==> config.mk <==
export PLATFORM = sky130hd
export DESIGN_NAME = seq_multdiv
export DESIGN_NICKNAME = d
export VERILOG_FILES = /design/src/rtl/multdiv_pkg.sv /design/src/rtl/multdiv_ctrl.sv /design/src/rtl/seq_multdiv.sv
export SDC_FILE = /design/constraint.sdc
export NUM_CORES = 1
export LEC_CHECK = 0
export ABC_CLOCK_PERIOD_IN_PS = 7050
export CORE_MARGIN = 3
export CORE_UTILIZATION = 28
export CTS_BUF_LIST = sky130_fd_sc_hd__clkbuf_16
export DETAILED_ROUTE_END_ITERATION = 10
export DONT_BUFFER_PORTS = 1
export PLACE_DENSITY_LB_ADDON = 0.12
export SYNTH_ARGS = -nofsm -noshare
export SYNTH_HDL_FRONTEND = slang
export SYNTH_SLANG_ARGS = --single-unit
==> constraint.sdc <==
create_clock -name clock -period 7.05 [get_ports clock]
set_input_delay 0.3525 -clock clock [delete_from_list [all_inputs] [get_ports clock]]
set_output_delay 0.3525 -clock clock [all_outputs]
set_load 0.01 [all_outputs]
==> src/rtl/multdiv_pkg.sv <==
// +-----------------------------------------------------------------------+
// | multdiv_pkg : shared FSM-state and operation encodings for seq_multdiv |
// | Rev 1.0                                                               |
// +-----------------------------------------------------------------------+
`default_nettype none

package multdiv_pkg;

  typedef enum logic [1:0] {
    IDLE = 2'd0,
    RUN  = 2'd1,
    DONE = 2'd2
  } state_e;

  typedef enum logic {
    OP_MULT = 1'b0,
    OP_DIV  = 1'b1
  } op_e;

endpackage

`default_nettype wire

==> src/rtl/multdiv_ctrl.sv <==
// +-----------------------------------------------------------------------+
// | multdiv_ctrl : IDLE/RUN/DONE sequencer, iteration counter, busy/RDY   |
// | Rev 1.0                                                               |
// +-----------------------------------------------------------------------+
`default_nettype none

module multdiv_ctrl
  import multdiv_pkg::*;
#(
  parameter int WIDTH = 32,
  parameter int CNT_W = $clog2(WIDTH) + 1
) (
  input  logic clk_i,
  input  logic rst_n_i,
  input  logic start_i,
  output logic accept_o,
  output logic step_o,
  output logic last_o,
  output logic busy_o,
  output logic rdy_o
);

  localparam logic [CNT_W-1:0] C_LAST = CNT_W'(WIDTH - 1);

  state_e           state_q, state_d;
  logic [CNT_W-1:0] cnt_q, cnt_d;

  always_ff @(posedge clk_i or negedge rst_n_i) begin
    if (!rst_n_i) begin
      state_q <= IDLE;
      cnt_q   <= '0;
    end else begin
      state_q <= state_d;
      cnt_q   <= cnt_d;
    end
  end

  always_comb begin
    state_d = state_q;
    cnt_d   = cnt_q;
    case (state_q)
      IDLE: begin
        if (start_i) begin
          state_d = RUN;
          cnt_d   = '0;
        end
      end
      RUN: begin
        if (cnt_q == C_LAST) state_d = DONE;
        else                 cnt_d   = cnt_q + 1'b1;
      end
      DONE:    state_d = IDLE;
      default: state_d = IDLE;
    endcase
  end

  always_comb begin
    accept_o = (state_q == IDLE) && start_i;
    step_o   = (state_q == RUN);
    last_o   = (state_q == RUN) && (cnt_q == C_LAST);
    busy_o   = (state_q != IDLE);
    rdy_o    = (state_q == DONE);
  end

endmodule

`default_nettype wire

==> src/rtl/seq_multdiv.sv <==
// +-----------------------------------------------------------------------+
// | seq_multdiv : iterative signed multiply (Booth) / divide (restoring)  |
// | Rev 1.0                                                               |
// +-----------------------------------------------------------------------+
`default_nettype none

module seq_multdiv
  import multdiv_pkg::*;
#(
  parameter int WIDTH = 32,
  parameter int CNT_W = $clog2(WIDTH) + 1
) (
  input  logic             clock,
  input  logic             resetn,
  input  logic [WIDTH-1:0] data_operandA,
  input  logic [WIDTH-1:0] data_operandB,
  input  logic             ctrl_MULT,
  input  logic             ctrl_DIV,
  output logic [WIDTH-1:0] data_result,
  output logic             data_exception,
  output logic             data_resultRDY,
  output logic             busy
);

  localparam logic [WIDTH-1:0] C_MIN = {1'b1, {(WIDTH-1){1'b0}}};

  function automatic logic [WIDTH-1:0] mag(input logic [WIDTH-1:0] v);
    return v[WIDTH-1] ? ('0 - v) : v;
  endfunction

  logic w_accept, w_step, w_last;

  multdiv_ctrl #(
    .WIDTH (WIDTH),
    .CNT_W (CNT_W)
  ) u_ctrl (
    .clk_i    (clock),
    .rst_n_i  (resetn),
    .start_i  (ctrl_MULT | ctrl_DIV),
    .accept_o (w_accept),
    .step_o   (w_step),
    .last_o   (w_last),
    .busy_o   (busy),
    .rdy_o    (data_resultRDY)
  );

  // hi holds the Booth accumulator (one guard bit) or the division remainder;
  // lo holds the multiplier being scanned or the dividend/quotient shift word.
  logic [WIDTH:0]   hi_q, hi_d;
  logic [WIDTH-1:0] lo_q, lo_d;
  logic [WIDTH-1:0] m_q, m_d;
  logic             bit_q, bit_d;
  op_e              op_q, op_d;
  logic             neg_q, neg_d;
  logic             dz_q, dz_d;
  logic             ovf_q, ovf_d;
  logic [WIDTH-1:0] result_q, result_d;
  logic             exc_q, exc_d;

  logic [WIDTH:0]   m_ext, booth_sum, rem_sh;
  logic [WIDTH-1:0] rem_sub;
  logic             rem_ge;

  always_comb begin
    m_ext = {m_q[WIDTH-1], m_q};
    case ({lo_q[0], bit_q})
      2'b01:   booth_sum = hi_q + m_ext;
      2'b10:   booth_sum = hi_q - m_ext;
      default: booth_sum = hi_q;
    endcase
    rem_sh  = {hi_q[WIDTH-1:0], lo_q[WIDTH-1]};
    rem_ge  = (rem_sh >= {1'b0, m_q});
    rem_sub = rem_sh[WIDTH-1:0] - m_q;
  end

  always_comb begin
    hi_d     = hi_q;
    lo_d     = lo_q;
    m_d      = m_q;
    bit_d    = bit_q;
    op_d     = op_q;
    neg_d    = neg_q;
    dz_d     = dz_q;
    ovf_d    = ovf_q;
    result_d = result_q;
    exc_d    = exc_q;
    if (w_accept) begin
      hi_d  = '0;
      bit_d = 1'b0;
      if (ctrl_MULT) begin
        op_d  = OP_MULT;
        lo_d  = data_operandB;
        m_d   = data_operandA;
        neg_d = 1'b0;
        dz_d  = 1'b0;
        ovf_d = 1'b0;
      end else begin
        op_d  = OP_DIV;
        lo_d  = mag(data_operandA);
        m_d   = mag(data_operandB);
        neg_d = data_operandA[WIDTH-1] ^ data_operandB[WIDTH-1];
        dz_d  = (data_operandB == '0);
        ovf_d = (data_operandA == C_MIN) && (data_operandB == '1);
      end
    end else if (w_step) begin
      if (op_q == OP_MULT) begin
        hi_d  = {booth_sum[WIDTH], booth_sum[WIDTH:1]};
        lo_d  = {booth_sum[0], lo_q[WIDTH-1:1]};
        bit_d = lo_q[0];
      end else begin
        hi_d = {1'b0, (rem_ge ? rem_sub : rem_sh[WIDTH-1:0])};
        lo_d = {lo_q[WIDTH-2:0], rem_ge};
      end
      // The final iteration's outcome is registered directly into the result.
      if (w_last) begin
        if (op_q == OP_MULT) begin
          result_d = lo_d;
          exc_d    = (hi_d[WIDTH-1:0] != {WIDTH{lo_d[WIDTH-1]}});
        end else if (dz_q) begin
          result_d = '0;
          exc_d    = 1'b1;
        end else begin
          result_d = neg_q ? ('0 - lo_d) : lo_d;
          exc_d    = ovf_q;
        end
      end
    end
  end

  always_ff @(posedge clock or negedge resetn) begin
    if (!resetn) begin
      hi_q     <= '0;
      lo_q     <= '0;
      m_q      <= '0;
      bit_q    <= 1'b0;
      op_q     <= OP_MULT;
      neg_q    <= 1'b0;
      dz_q     <= 1'b0;
      ovf_q    <= 1'b0;
      result_q <= '0;
      exc_q    <= 1'b0;
    end else begin
      hi_q     <= hi_d;
      lo_q     <= lo_d;
      m_q      <= m_d;
      bit_q    <= bit_d;
      op_q     <= op_d;
      neg_q    <= neg_d;
      dz_q     <= dz_d;
      ovf_q    <= ovf_d;
      result_q <= result_d;
      exc_q    <= exc_d;
    end
  end

  assign data_result    = result_q;
  assign data_exception = exc_q;

endmodule

`default_nettype wire

==> results.cfg, run 1 <==
[outcome]
status = finished, final reports clean

[global_route]
antenna_found_initial = 1
grt_start_max_net_pins = 144
gr-total-overflow = 0
track_usage_pct = 21.1
grt_pass1_wl_um = 84600
grt_pass1_vias = 13200

[critical_path]
crit_arrival_ns = 6.09
r2r-end = data_exception
required_ns = 7.41
endpoint_kind = flip-flop
r2r_start = m_q[1]
path_cells = inv_1 > ha_1 > nor3b_1 > and3_1 > and2_0 > a21oi_1 > xnor2_1 > ha_1 > nand2_1 > nor2_1 > o2111ai_1 > a2111oi_0 > or3b_2 > o21ai_0 > o21ai_0 > mux2i_1 > xnor2_1 > a21boi_1 > mux2i_1 > a21oi_1
cp_max_fo = 6
cp_slowest_cell = nor3b_1
r2r_slack_ns = 1.32
rr_worst_depth = 20
slowest_delay_ns = 0.54
crit_type = flip-flop to flip-flop
startpoint_type = flip-flop

[floorplan]
rows = 81
core_area_um2 = 49100
fp.dieH_um = 229
initial_core_util_pct = 28.4
die_w_um = 229
ios = 103
die_area_um2 = 52500

[drt]
drtIter0Drc = 946
vias = 13400
ant_nets = 0
route.detailed.drc = 0
wire_per_inst_um = 22.7
drt_wl_total_um = 55500
viasPerCell = 5.47
firstDrtPassIters = 5

[flow_run]
drv_cap = 0

[yosys]
synth_area_um2 = 13900
ys_warn_count = 0
synth_commonest_cells = nand2_1, o21ai_0, dfrtp_1, nor2_1, a21oi_1
synth.area.top_cells = dfrtp_1, o21ai_0, nand2_1, ha_1, xor2_1
ys_seq_area_share_pct = 25.7
yosysTopAreaCell = dfrtp_1
ys_ff_latch = 143
synth_cell_types = 81
avgSynthCellArea_um2 = 7.59
ys.flop_type = dfrtp_1
yosysTopAreaCellShare_pct = 25.7
syn_inst = 1836
synth_fp_nets = 1977
synth_edf_count = 0
postSynth.asyncResetShare_pct = 100
yosysMostFrequentCell = nand2_1

[placement]
place.gp.congestion = 0.877
dp_hpwl_um = 42500
io_buffer_count = 0

[finish]
final_nets = 1911
nFillCells = 5401
areaGrowthSynthToFinish_pct = 8.23
antennaDiodeCount = 0
drive_gt1_share_pct = 5.05

[min_path]
min_delay_path_depth = 2
hp-start = data_operandA[31]
hold_path_end = neg_q
hold_path_class = input port to flip-flop

[timing]
final_max_slew_viol_count = 0
timing_hold_violations_final = 0
finalSetupTns_ns = 0
rsz0062_at_grt = false
period_share_pct = 81.2
worstMarginPinSlew_ns = 1.10
fmax_ghz = 0.175
relSlewSlack_pct = 26.1
fin_crit_ns = 5.73
finClkSkew_ns = 0.0198
setup_viol_count_final = 0

[cts]
clock_latency_ns = 0.50
cts_num_sinks = 143
clk_pin_slew_ns = 0.06
h-tree-depth = 4
clockBufferDepth = 2
cts_tree = done
cts_root_buf = clkbuf_16
cts_buffers = 17
metal layers:
metal | up-vias | global-route usage [%] | share of wire, %
met5 | - | 0 | 0
met4 | 0 | 4.63 | 1.4
met3 | 38 | 4.39 | 5.2
met2 | 342 | 34.4 | 46
met1 | 6476 | 28.8 | 47
li1 | 6516 | - | -
stage by stage:
stage / hold slack [ns] / instance area, µm² / setup slack (ns) / util (%) / cells
2_1_floorplan: 0.0569 / 13900 / 2.43 / - / 1836
3_3_place_gp: 0.0771 / 14500 / 1.45 / 29.5 / 2412
6_report: 0.0703 / 15100 / 1.32 / 30.8 / 2446
4_1_cts: 0.0271 / 15100 / 1.39 / 30.8 / 2446
5_1_grt: 0.0433 / 15100 / 0.803 / 30.8 / 2446
3_5_place_dp: 0.0770 / 14500 / 1.43 / 29.5 / 2412
logic make-up after synthesis:
kind of cell    synth area share [%]
compound gates                  27.1
xor+xnor                        10.9
flops                           25.7
simple gates                    21.3
fa+ha+maj                       6.66
mux                             3.51
buf+inv                         4.87
area by class of cell:
class / instances / area (µm²) / area share (%)
multi-input cells: 1521 / 9700 / 64.3
flip-flops and latches: 143 / 3580 / 23.7
well taps: 664 / 831 / 5.51
clock buffers: 17 / 425 / 2.82
inverters: 69 / 259 / 1.72
repair buffers: 18 / 160 / 1.06
clock inverters: 14 / 129 / 0.854
worst max-delay path: cells and delay by family, from the launching register on:
family	cells	cell delay, ns
AND/OR/NAND/NOR	6	1.92
AO/OA/AOI/OAI	7	1.66
multiplexers	2	0.60
adder cells (fa/ha/maj)	2	0.58
flip-flops	1	0.38
XOR/XNOR	2	0.29
buffers and inverters	1	0.19
how the worst max path moves through the flow:
stage,slack [ns],start,end
floorplan,2.43,m_q[1],data_exception
global placement,1.45,m_q[1],data_exception
detailed placement,1.43,m_q[1],data_exception
CTS,1.39,m_q[1],data_exception
global route,0.80,m_q[1],data_exception
finish,1.32,m_q[1],data_exception
state kept, by name, summed over array words and instances, names as in the netlist:
register / flops
data_result: 32
u_ctrl.cnt_q: 6
dz_q: 1
data_exception: 1
m_q: 32
ovf_q: 1
lo_q: 32
op_q: 1
u_ctrl.state_q: 2
hi_q: 33
neg_q: 1
bit_q: 1
cells in the final DEF, fill, tap and decap left out, types with 10 or more instances in the layout:
master / synthesis / final
nand2_1: 266 / 266
and3_1: 13 / 13
clkbuf_16: 0 / 17
inv_1: 67 / 67
o21ai_1: 12 / 12
nor3_1: 34 / 33
nand3_1: 37 / 37
o211ai_1: 22 / 22
or4_1: 10 / 10
mux2i_1: 41 / 41
or2_2: 14 / 14
a211oi_1: 19 / 19
a21o_1: 20 / 20
a31oi_1: 22 / 22
ha_1: 71 / 71
nand2b_1: 21 / 21
nand4_1: 35 / 35
nor2_1: 131 / 130
xnor2_1: 80 / 80
buf_4: 1 / 15
a21oi_1: 124 / 123
o21ai_0: 202 / 202
o21a_1: 11 / 11
o31ai_1: 27 / 27
a22o_1: 44 / 44
dfrtp_1: 143 / 142
xor2_1: 93 / 93
or3_1: 20 / 20
o221ai_1: 14 / 14
nor4_1: 16 / 16
what timing repair did:
action | in CTS | in global routing
hold buffers | 3 | 0
setup buffers | 0 | 0
endpoints found under the hold margin | 145 | 0
gates resized for setup | 0 | 0
Power of run 1 is left out: the tool's default activity adds up to more than one toggle a clock period on the data nets, which glitch-free logic cannot reach.
==> run 2, diff against run 1 <==
--- a/config.mk
+++ b/config.mk
@@ -5,7 +5,8 @@
 export SDC_FILE = /design/constraint.sdc
 export NUM_CORES = 1
 export LEC_CHECK = 0
-export ABC_CLOCK_PERIOD_IN_PS = 7050
+export ABC_AREA = 1
+export ABC_CLOCK_PERIOD_IN_PS = 4900
 export CORE_MARGIN = 3
 export CORE_UTILIZATION = 28
 export CTS_BUF_LIST = sky130_fd_sc_hd__clkbuf_16
==> constraint.sdc (replaced) <==
create_clock -name clock -period 4.9 [get_ports clock]
set_input_delay 0.245 -clock clock [delete_from_list [all_inputs] [get_ports clock]]
set_output_delay 0.245 -clock clock [all_outputs]
set_load 0.01 [all_outputs]
==> results.cfg, run 2 <==
[placement]
place.gp.congestion = 0.999
dp_hpwl_um = 54800
io_buffer_count = 0

[timing]
period_share_pct = 92.1
relSlewSlack_pct = 42.4
fmax_ghz = 0.222
timing_hold_violations_final = 0
finalSetupTns_ns = 0
holdWs_ns = 0.0284
fin_crit_ns = 4.51
setup_viol_count_final = 0
finClkSkew_ns = 0.0220
final_max_slew_viol_count = 0
worstMarginPinSlew_ns = 0.864
rsz0062_at_grt = true

[min_path]
hold_path_class = input port to flip-flop
hp-start = data_operandA[10]
min_delay_path_depth = 2
hold_path_end = m_q[10]

[finish]
antennaDiodeCount = 0
top_register = hi_q
areaGrowthSynthToFinish_pct = 13.8
final_nets = 2691
largest_reg_flops = 33
final_common_cell = nand2_1
drive_gt1_share_pct = 8.19
final-seq-area_um2 = 3580
nFillCells = 6052
final_cell_mix = nand2_1, inv_1, nor2_1
final_util_pct = 32.4
multi_input_area_um2 = 10400

[yosys]
syn_inst = 2529
ys_ff_latch = 143
ys_seq_area_share_pct = 23.2
synth.area.top_cells = dfrtp_1, nand2_1, inv_1, nor2_1, o21ai_0
synth_edf_count = 0
synth_fp_nets = 2670
synth_commonest_cells = nand2_1, inv_1, nor2_1, o21ai_0, a21oi_1
ys_warn_count = 0
avgSynthCellArea_um2 = 6.10
yosysMostFrequentCell = nand2_1
yosysTopAreaCell = dfrtp_1
postSynth.asyncResetShare_pct = 100
ys.flop_type = dfrtp_1
synth_cell_types = 56
synth_area_um2 = 15400
yosysTopAreaCellShare_pct = 23.2

[floorplan]
die_area_um2 = 58000
core_area_um2 = 54100
fp.dieH_um = 241
die_w_um = 241
rows = 85
ios = 103
initial_core_util_pct = 28.5

[cts]
cts_root_buf = clkbuf_16
cts_buffers = 17
clk_pin_slew_ns = 0.07
h-tree-depth = 4
cts_num_sinks = 143
clock_latency_ns = 0.49
cts_tree = done
clockBufferDepth = 2

[critical_path]
cp_max_fo = 5
slowest_delay_ns = 0.40
rr_worst_depth = 35
required_ns = 5.27
cp_common_cell = nand2_1
r2r_start = m_q[1]
r2r_slack_ns = 0.39
startpoint_type = flip-flop
crit_arrival_ns = 4.89
endpoint_kind = flip-flop
r2r-end = data_exception
crit_type = flip-flop to flip-flop
cp_slowest_cell = ha_1

[global_route]
grt_pass1_wl_um = 104000
gr-total-overflow = 0
track_usage_pct = 24.2
grt_start_max_net_pins = 144
grt_pass1_vias = 16500
antenna_found_initial = 0

[drt]
drt_wl_total_um = 70600
ant_nets = 0
viasPerCell = 5.30
route.detailed.drc = 0
wire_per_inst_um = 21.6
drtIter0Drc = 1471
vias = 17300
firstDrtPassIters = 7

[flow_run]
drv_cap = 0

[outcome]
status = finished, final reports clean
-- run 2: worst max-delay path by stage --
stage | startpoint | to | slack, ns | cells past startpoint
finish | m_q[1] | data_exception | 0.39 | 35
detailed placement | m_q[1] | data_exception | -0.12 | 32
CTS | m_q[1] | data_exception | 0.04 | 35
global placement | m_q[1] | data_exception | -0.09 | 32
global route | m_q[1] | data_exception | -0.02 | 30
floorplan | m_q[1] | data_exception | 0.98 | 36
-- run 2: final cells by class --
type	count	share of cell area (%)
Timing Repair Buffer	89	4.42
Multi-Input combinational cell	1956	59.4
Sequential cell	143	20.4
Clock buffer	17	2.42
Inverter	343	7.33
Clock inverter	15	1.11
Tap cell	696	4.96
-- run 2: cell families (layout without fill, tap and decap cells) --
group	Yosys count	after routing	synth area share, %
buf+inv	430	464	10.9
compound gates	544	544	20.2
fa+ha+maj	73	73	6.02
simple gates	1256	1256	35.0
flops	143	143	23.2
xor+xnor	83	83	4.71
-- run 2: critical path, delay by kind of cell (launching register included) --
family / cells / cell delay, ns
xor+xnor: 1 / 0.17
fa+ha+maj: 1 / 0.40
flops: 1 / 0.39
simple gates: 30 / 3.16
buf+inv: 1 / 0.10
compound gates: 2 / 0.18
-- run 2: per-stage QoR --
step	cell area [µm²]	worst slack [ns]	std cells
finish	17600	0.388	3259
global route	17600	-0.0187	3259
CTS	17200	0.0363	3244
detailed placement	16200	-0.120	3176
global placement	16200	-0.0907	3176
floorplan	15400	0.980	2529
-- run 2: per-layer routing --
| layer | vias to the layer above | global-route usage, % | wire length, µm | part of all wire, % |
|---|---|---|---|---|
| met5 | - | 0 | 0 | 0 |
| met4 | 0 | 8.11 | 2210 | 3.1 |
| met3 | 82 | 6.33 | 5320 | 7.5 |
| met2 | 560 | 37.9 | 31100 | 44 |
| met1 | 8208 | 32.5 | 32000 | 45 |
| li1 | 8410 | - | - | - |
-- run 2: what timing repair did --
item | in CTS | in global routing
hold buffers | 36 | 0
endpoints found under the setup margin | 1 | 4
endpoints found under the hold margin | 169 | 0
resized for setup | 3 | 69
pin swaps | 0 | 23
setup buffers | 0 | 15
Power of run 2 is left out for the same reason.
==> run 3, diff against run 2 <==
--- a/config.mk
+++ b/config.mk
@@ -6,7 +6,7 @@
 export NUM_CORES = 1
 export LEC_CHECK = 0
 export ABC_AREA = 1
-export ABC_CLOCK_PERIOD_IN_PS = 4900
+export ABC_CLOCK_PERIOD_IN_PS = 5400
 export CORE_MARGIN = 3
 export CORE_UTILIZATION = 28
 export CTS_BUF_LIST = sky130_fd_sc_hd__clkbuf_16
==> constraint.sdc (replaced) <==
create_clock -name clock -period 5.4 [get_ports clock]
set_input_delay 0.27 -clock clock [delete_from_list [all_inputs] [get_ports clock]]
set_output_delay 0.27 -clock clock [all_outputs]
set_load 0.01 [all_outputs]
==> results.cfg, run 3 (same netlist as run 2, synthesis figures left out) <==
[outcome]
status = finished, final reports clean

[floorplan]
die_w_um = 241
ios = 103
die_area_um2 = 58000
rows = 85
core_area_um2 = 54100
initial_core_util_pct = 28.5
fp.dieH_um = 241

[cts]
cts_num_sinks = 143
cts_setup_buffers = 0
cts_buffers = 17
cts_root_buf = clkbuf_16
clock_latency_ns = 0.48
clk_pin_slew_ns = 0.08
cts_tree = done
h-tree-depth = 4
clockBufferDepth = 2

[placement]
io_buffer_count = 0
dpl.cell_count = 3162
dp_hpwl_um = 55500
place_ws_ns = 0.175
place.gp.congestion = 1.01
placed_area_um2 = 16100

[critical_path]
startpoint_type = flip-flop
required_ns = 5.76
crit_type = flip-flop to flip-flop
cp_common_cell = nand2_1
rr_worst_depth = 32
crit_arrival_ns = 5.28
slowest_delay_ns = 0.43
r2r_start = m_q[1]
cp_max_fo = 5
cp_slowest_cell = xor2_1
r2r-end = data_exception
r2r_slack_ns = 0.48
endpoint_kind = flip-flop

[finish]
final_cell_mix = nand2_1, inv_1, nor2_1
top_register = hi_q
final_nets = 2644
final_common_cell = nand2_1
largest_reg_flops = 33
finalNonFillerCells = 3212
drive_gt1_share_pct = 5.60
areaGrowthSynthToFinish_pct = 10.2
multi_input_area_um2 = 10300
final_area_um2 = 17000
final-seq-area_um2 = 3580
nFillCells = 6119
antennaDiodeCount = 0

[drt]
wire_per_inst_um = 22.0
viasPerCell = 5.30
firstDrtPassIters = 6
vias = 17000
drtIter0Drc = 1498
drt_wl_total_um = 70700
ant_nets = 0
route.detailed.drc = 0

[min_path]
hold_path_class = input port to flip-flop
min_delay_path_depth = 3
hold_path_end = m_q[31]
hp-start = data_operandB[29]

[timing]
finalSetupTns_ns = 0
fmax_ghz = 0.203
final_max_slew_viol_count = 0
finClkSkew_ns = 0.0163
period_share_pct = 91.2
timing_hold_violations_final = 0
relSlewSlack_pct = 41.1
rsz0062_at_grt = false
worstMarginPinSlew_ns = 0.883
setup_slack_ns = 0.477
setup_viol_count_final = 0
fin_crit_ns = 4.92

[flow_run]
drv_cap = 0

[global_route]
grt_start_max_net_pins = 144
track_usage_pct = 24.1
antenna_found_initial = 0
grt_pass1_vias = 15800
grt_pass1_wl_um = 103000
gr-total-overflow = 0
-- run 3: worst max path at each step --
stage / from / to / slack [ns] / cells after the start
floorplan: m_q[1] / data_exception / 1.48 / 36
global placement: m_q[1] / data_exception / 0.15 / 31
detailed placement: m_q[1] / data_exception / 0.17 / 31
CTS: m_q[1] / data_exception / 0.14 / 31
global route: m_q[1] / data_exception / 0.05 / 36
finish: m_q[1] / data_exception / 0.48 / 32
-- run 3: repair_timing --
item,CTS,global route
setup endpoints to repair,0,1
endpoints found under the hold margin,163,0
resized for setup,0,17
hold buffers,18,0
-- run 3: critical path: cells and delay by family, from the launching register on --
kind / cells / cell delay (ns)
buf+inv: 2 / 0.24
simple gates: 22 / 2.25
fa+ha+maj: 2 / 0.57
flops: 1 / 0.38
compound gates: 5 / 0.90
xor+xnor: 1 / 0.43
-- run 3: area by class of cell --
type | count | share of cell area [%]
tap | 696 | 5.12
multi-input combinational | 1956 | 60.4
sequential | 143 | 21.1
inverter | 343 | 7.57
clock buffer | 17 | 2.50
timing repair buffer | 42 | 2.22
clock inverter | 15 | 1.15
-- run 3: through the flow --
stage | hold WS, ns | utilization, %
global route | 0.0325 | 31.4
CTS | 0.000793 | 31.3
detailed placement | -0.00166 | 29.7
finish | 0.0377 | 31.4
global placement | -0.00269 | 29.7
floorplan | -0.0256 | -
-- run 3: routing by layer --
metal  GRT usage [%]  wire, µm  up-vias
met1            33.2     32600     8049
li1                -         -     8310
met3            5.03      4610       90
met5               0         0        -
met2            37.2     30900      590
met4            8.78      2550        0
Power of run 3 is left out for the same reason.
